<file path="src/rtl/dmem_pkg.sv">
// Shared constants for the multi-cycle data-memory responder:
// FSM state encoding, wait-state counter width and default sizing.
package dmem_pkg;

   // FSM state encoding
   localparam logic [1:0] S_IDLE = 2'd0;
   localparam logic [1:0] S_WAIT = 2'd1;
   localparam logic [1:0] S_ACK  = 2'd2;

   // Wait-state counter width; covers WAIT_CYCLES up to 15
   localparam int CNT_W = 4;

   // Default sizing
   localparam int DEF_ADDR_WORDS  = 64;
   localparam int DEF_WAIT_CYCLES = 2;

endpackage

</file>
<file path="src/rtl/dmem_array.sv">
// Word storage for the data-memory responder: one synchronous write
// port and two asynchronous read ports (functional read and debug read).
module dmem_array #(
   parameter int WORDS = 64,
   parameter int AW    = 6
) (
   input  logic          clk,
   input  logic          we,
   input  logic [AW-1:0] waddr,
   input  logic [31:0]   wdata,
   input  logic [AW-1:0] raddr,
   output logic [31:0]   rdata,
   input  logic [AW-1:0] dbaddr,
   output logic [31:0]   dbdata
);

   logic [31:0] mem [WORDS];

   // Word write on the clock edge; contents are never cleared by reset
   always_ff @(posedge clk) begin
      if (we) begin
         mem[waddr] <= wdata;
      end
   end

   assign rdata  = mem[raddr];
   assign dbdata = mem[dbaddr];

endmodule

</file>
<file path="src/rtl/dmem_responder.sv">
// Multi-cycle data-memory target: captures a req/ack request, counts a
// fixed number of wait states, performs the word read or write and
// returns a one-cycle registered ack with read data or an error flag.
module dmem_responder
   import dmem_pkg::*;
#(
   parameter int ADDR_WORDS  = DEF_ADDR_WORDS,
   parameter int WAIT_CYCLES = DEF_WAIT_CYCLES
) (
   input  logic                          clk,
   input  logic                          reset,
   input  logic                          req,
   input  logic [31:0]                   A,
   input  logic [31:0]                   WD,
   input  logic                          WE,
   output logic [31:0]                   RD,
   output logic                          ack,
   output logic                          err,
   output logic                          busy,
   input  logic [$clog2(ADDR_WORDS)-1:0] DBaddr,
   output logic [31:0]                   DBdata
);

   localparam int AW = $clog2(ADDR_WORDS);

   // Counter preload: WAIT stays for exactly WAIT_CYCLES cycles
   localparam int              LOAD_I   = (WAIT_CYCLES > 0) ? WAIT_CYCLES - 1 : 0;
   localparam logic [CNT_W-1:0] CNT_LOAD = LOAD_I[CNT_W-1:0];
   localparam logic [29:0]      WORDS_30 = ADDR_WORDS[29:0];

   logic [1:0]       state_reg, state_next;
   logic [CNT_W-1:0] cnt_reg, cnt_next;

   // Latched request (only the word index is needed once validated)
   logic [AW-1:0]    idx_reg;
   logic [31:0]      wd_reg;
   logic             we_reg;

   // Effective request: live inputs while IDLE (zero-wait case), latches otherwise
   logic [AW-1:0]    idx_eff;
   logic [31:0]      wd_eff;
   logic             we_eff;

   logic             req_bad;
   logic             fire;
   logic             ack_next, err_next, busy_next;
   logic [31:0]      rd_next;
   logic             mem_we;
   logic [31:0]      mem_rdata;

   logic [31:0]      rd_reg;
   logic             ack_reg, err_reg, busy_reg;

   assign req_bad = (A[1:0] != 2'b00) || (A[31:2] >= WORDS_30);

   // Select live or latched request fields for the array access
   always_comb begin
      idx_eff = idx_reg;
      wd_eff  = wd_reg;
      we_eff  = we_reg;
      if (state_reg == S_IDLE) begin
         idx_eff = A[AW+1:2];
         wd_eff  = WD;
         we_eff  = WE;
      end
   end

   // State and wait counter register
   always_ff @(posedge clk) begin
      if (reset) begin
         state_reg <= S_IDLE;
         cnt_reg   <= '0;
      end else begin
         state_reg <= state_next;
         cnt_reg   <= cnt_next;
      end
   end

   // Next-state logic; fire marks a valid request entering ACK
   always_comb begin
      state_next = state_reg;
      cnt_next   = cnt_reg;
      fire       = 1'b0;
      case (state_reg)
         S_IDLE: begin
            if (req) begin
               if (req_bad) begin
                  state_next = S_ACK;
               end else if (WAIT_CYCLES == 0) begin
                  state_next = S_ACK;
                  fire       = 1'b1;
               end else begin
                  state_next = S_WAIT;
                  cnt_next   = CNT_LOAD;
               end
            end
         end
         S_WAIT: begin
            if (cnt_reg == '0) begin
               state_next = S_ACK;
               fire       = 1'b1;
            end else begin
               cnt_next = cnt_reg - 1'b1;
            end
         end
         S_ACK: begin
            state_next = S_IDLE;
         end
         default: begin
            state_next = S_IDLE;
            cnt_next   = '0;
         end
      endcase
   end

   // Output and array-strobe decode; writes are dropped when reset hits the commit edge
   always_comb begin
      ack_next  = (state_next == S_ACK);
      err_next  = (state_reg == S_IDLE) && req && req_bad;
      busy_next = (state_next != S_IDLE);
      rd_next   = (fire && !we_eff) ? mem_rdata : 32'd0;
      mem_we    = fire && we_eff && !reset;
   end

   // Request capture when a request is accepted in IDLE
   always_ff @(posedge clk) begin
      if (reset) begin
         idx_reg <= '0;
         wd_reg  <= '0;
         we_reg  <= 1'b0;
      end else if (state_reg == S_IDLE && req) begin
         idx_reg <= A[AW+1:2];
         wd_reg  <= WD;
         we_reg  <= WE;
      end
   end

   // Registered handshake outputs
   always_ff @(posedge clk) begin
      if (reset) begin
         ack_reg  <= 1'b0;
         err_reg  <= 1'b0;
         busy_reg <= 1'b0;
         rd_reg   <= '0;
      end else begin
         ack_reg  <= ack_next;
         err_reg  <= err_next;
         busy_reg <= busy_next;
         rd_reg   <= rd_next;
      end
   end

   assign ack  = ack_reg;
   assign err  = err_reg;
   assign busy = busy_reg;
   assign RD   = rd_reg;

   dmem_array #(
      .WORDS (ADDR_WORDS),
      .AW    (AW)
   ) u_array (
      .clk    (clk),
      .we     (mem_we),
      .waddr  (idx_eff),
      .wdata  (wd_eff),
      .raddr  (idx_eff),
      .rdata  (mem_rdata),
      .dbaddr (DBaddr),
      .dbdata (DBdata)
   );

endmodule

</file>
<file path="config.mk">
export PLATFORM = sky130hd
export DESIGN_NAME = dmem_responder
export DESIGN_NICKNAME = d
export VERILOG_FILES = /design/src/rtl/dmem_pkg.sv /design/src/rtl/dmem_array.sv /design/src/rtl/dmem_responder.sv
export SDC_FILE = /design/constraint.sdc
export NUM_CORES = 2
export LEC_CHECK = 0
export CORE_MARGIN = 2
export CORE_UTILIZATION = 38
export CTS_CLUSTER_SIZE = 10
export DETAILED_ROUTE_END_ITERATION = 8
export PLACE_DENSITY = 0.64
export SYNTH_ARGS = -nofsm -noshare
export SYNTH_HDL_FRONTEND = slang
export SYNTH_SLANG_ARGS = --single-unit
</file>
<file path="constraint.sdc">
create_clock -name clk -period 4.2 [get_ports clk]
set_input_delay 0.42 -clock clk [delete_from_list [all_inputs] [get_ports clk]]
set_output_delay 0.42 -clock clk [all_outputs]
set_load 0.03 [all_outputs]
</file>
==> reports/metrics.cfg <==
[run_status]
status=complete, but fails checks
violations=DRC

[sta]
setup_slack_ns=0.0925
worst_slew_pin_slew_ns=1.28
holdWs_ns=0.0783
finalSetupViolCount=0
rsz0062_at_grt=false
hold_viol=0
slew_violations=0
fmax_ghz=0.243
fin_crit_ns=4.11
period_share_pct=97.8
fin_worst_skew_ns=0.0653
slew-limit-headroom_pct=14.0

[synth]
synth-simple-area-share_pct=4.15
ys_seq_area_share_pct=64.5
synth_xor_area_share_pct=0.0179
ys.flop_type=edfxtp_1
synthTopCellsByArea=edfxtp_1 63%, mux4_2 15%, mux2i_1 2.1%
ys_warn_count=0
synth_cells=5837
synthArstFlopShare_pct=0
ys_ff_latch=2128
synthMuxAreaShare_pct=18.4
yosys.area.top_type=edfxtp_1
yosysTopAreaCellShare_pct=62.9
synth_nets=5912
synthesis.area_um2=97800
synth_top_family_by_area=multiplexers
ys_types=86
synthAdderAreaFrac_pct=0.0128
postSynthAreaPerCell_um2=16.8
synth-compound-area-share_pct=10.4
synth-edff-count=2048

[clock_tree]
insertion_delay_ns=0.92
clk_pin_slew_worst_paths_ns=0.06
cts_max_path_buffers=3
cts_setup_buffers=0
cts_tree=yes
root_buffer=clkbuf_16
cts_resized=0
cts.htree.levels=4
cts_sinks=2128
numCtsBuffers=235
hold_buffers=0

[power_and_ir_drop]
powerDensity_nw_per_um2=416
leakage_nw=35.6
seqPwrFrac_pct=49.2
p_switching_mw=11.8
combPwrFrac_pct=10.5
ir_drop_v=0.000430
internal-power_mw=35.9
finalPower_mw=47.7
power_frac_clock_pct=40.3
switching_share_pct=24.8

[critical_path]
path_depth=10
crit_chain=or3_1 -> o32a_2 -> buf_4 -> a21oi_1 -> a2111oi_0 -> o22ai_1 -> a2111oi_0 -> buf_4 -> a41oi_1 -> buf_4
cp_common_cell=buf_4
max_stage_delay_ns=0.79
cpLargestDelayFamily=compound AO/OA/AOI/OAI gates
worstPathArrival_ns=4.93
path_class=register to register
cp_max_fo=17
rrSetupSlack_ns=0.09
critPathRequiredTime_ns=5.02
critPathBufInv=3
r2r_cells=10
cp-end-kind=register
crit_path_top_delay_cell=dfxtp_1
cp-start-kind=register

[layout]
drive_gt1_share_pct=26.8
final_cell_mix=2,048 x edfxtp_1, 657 x mux4_2, 490 x nand2_1
largest_reg_flops=2048
final_common_cell=edfxtp_1
nNetsFinal=6305
syn_to_final_growth_pct=17.3

[grt]
grt_max_degree=65
grt_pass1_vias=67700
grt_pass1_wl_um=563000
grt.total_usage_pct=31.1
overflow=0
antenna_found_initial=24

[floorplan]
die-width_um=511
die_y_um=511
core_area_um2=256000
die_area_um2=261000
num_rows=186
initial_core_util_pct=38.1
ios=141

[route]
drcViolationCount=5
dr.first_iter.drc_count=15900
ant_nets=0
wl_per_cell_um=42.6
postRouteWirelength_um=418000
firstDrtPassIters=9
avgViaCountPerCell=7.23
vias=71100

[placed_design]
hpwl_um=254000
io_buffers=140
gp_congestion=0.964
place_ws_ns=-0.101

[worst_hold_path]
hold_depth=3
hold_class=input port to register

[run]
drv_cap=0

-- final timing paths --
| kind | startpoint | to |
|---|---|---|
| worst max-delay path | state_reg[1] | RD[4] |
| worst min-delay path | WD[15] | wd_reg[15] |
| worst max register to register | state_reg[1] | RD[4] |
| worst min register to register | wd_reg[14] | wd_reg[14] |
-- area by class of cell --
cell class / count / area, um2
well taps: 3384 / 4230
clock inverters: 17 / 288
repair buffers: 648 / 7130
clock buffers: 425 / 6720
fillers: 21900 / 142000
flip-flops and latches: 2128 / 63100
diodes: 14 / 35.0
multi-input cells: 3210 / 33200
inverters: 7 / 26.3
-- metrics by stage --
| stage | std cells | utilization [%] | TNS [ns] | area (um2) |
|---|---|---|---|---|
| finish | 9833 | 44.7 | 0 | 115000 |
| global route | 9826 | 44.7 | 0 | 115000 |
| CTS | 9819 | 44.7 | 0 | 115000 |
| detailed placement | 9377 | 42.0 | -0.101 | 108000 |
| global placement | 9377 | 42.0 | -0.210 | 108000 |
| floorplan | 5837 | - | 0 | 97800 |
-- power groups by stage --
stage | Sequential, mW | Clock [mW] | Combinational (mW)
final | 23.5 | 19.3 | 4.99
after global routing | 23.5 | 20.1 | 5.04
after CTS | 23.5 | 19.3 | 4.81
after detailed placement | 23.9 | 0 | 4.79
after global placement | 23.9 | 0 | 4.75
after floorplan | 24.0 | 0 | 2.66
-- per-layer routing --
| layer | track usage (%) | routed length (um) | vias to the layer above |
|---|---|---|---|
| met1 | 38.7 | 135000 | 35700 |
| li1 | - | - | 25800 |
| met3 | 10.6 | 68700 | 1805 |
| met2 | 44.4 | 175000 | 7809 |
| met5 | 0 | 143 | - |
| met4 | 24.1 | 39500 | 18 |
-- synth_stat cells, types with 7 or more instances --
master,number
o21a_1,7
clkbuf_1,216
and3_1,9
a41oi_1,34
or4_1,7
nand4_1,16
nor4_1,18
o22ai_1,36
nand3_1,52
a222oi_1,177
nor2_1,147
and4_1,10
nand4b_1,9
a211oi_1,58
edfxtp_1,2048
nand2_1,525
a221oi_1,180
buf_6,16
nor3_1,34
nor2b_1,20
a21oi_1,216
mux2_2,102
a221o_1,12
buf_4,42
a32oi_1,14
mux2i_1,206
o31a_1,18
buf_2,172
dfxtp_1,80
o21ai_0,72
and2_0,7
a31oi_1,105
a32o_1,30
buf_1,46
a22oi_1,178
o2bb2ai_1,19
a22o_1,106
mux4_2,657
nand2b_1,24
o22a_1,10
a2111oi_0,7
inv_1,7
-- worst min-delay path: stages --
cell             delay, ns
clkdlybuf4s50_1       0.42
nand2_1               0.06
a21oi_1               0.05
-- cells by family after synthesis --
group,count (synthesis)
buffers and inverters,499
and+or+nand+nor,914
adders and majority gates,1
AOI/OAI and AO/OA,1325
xor gates and xnor gates,2
muxes,968
DFF,2128
(Power assumes the default switching activity.)
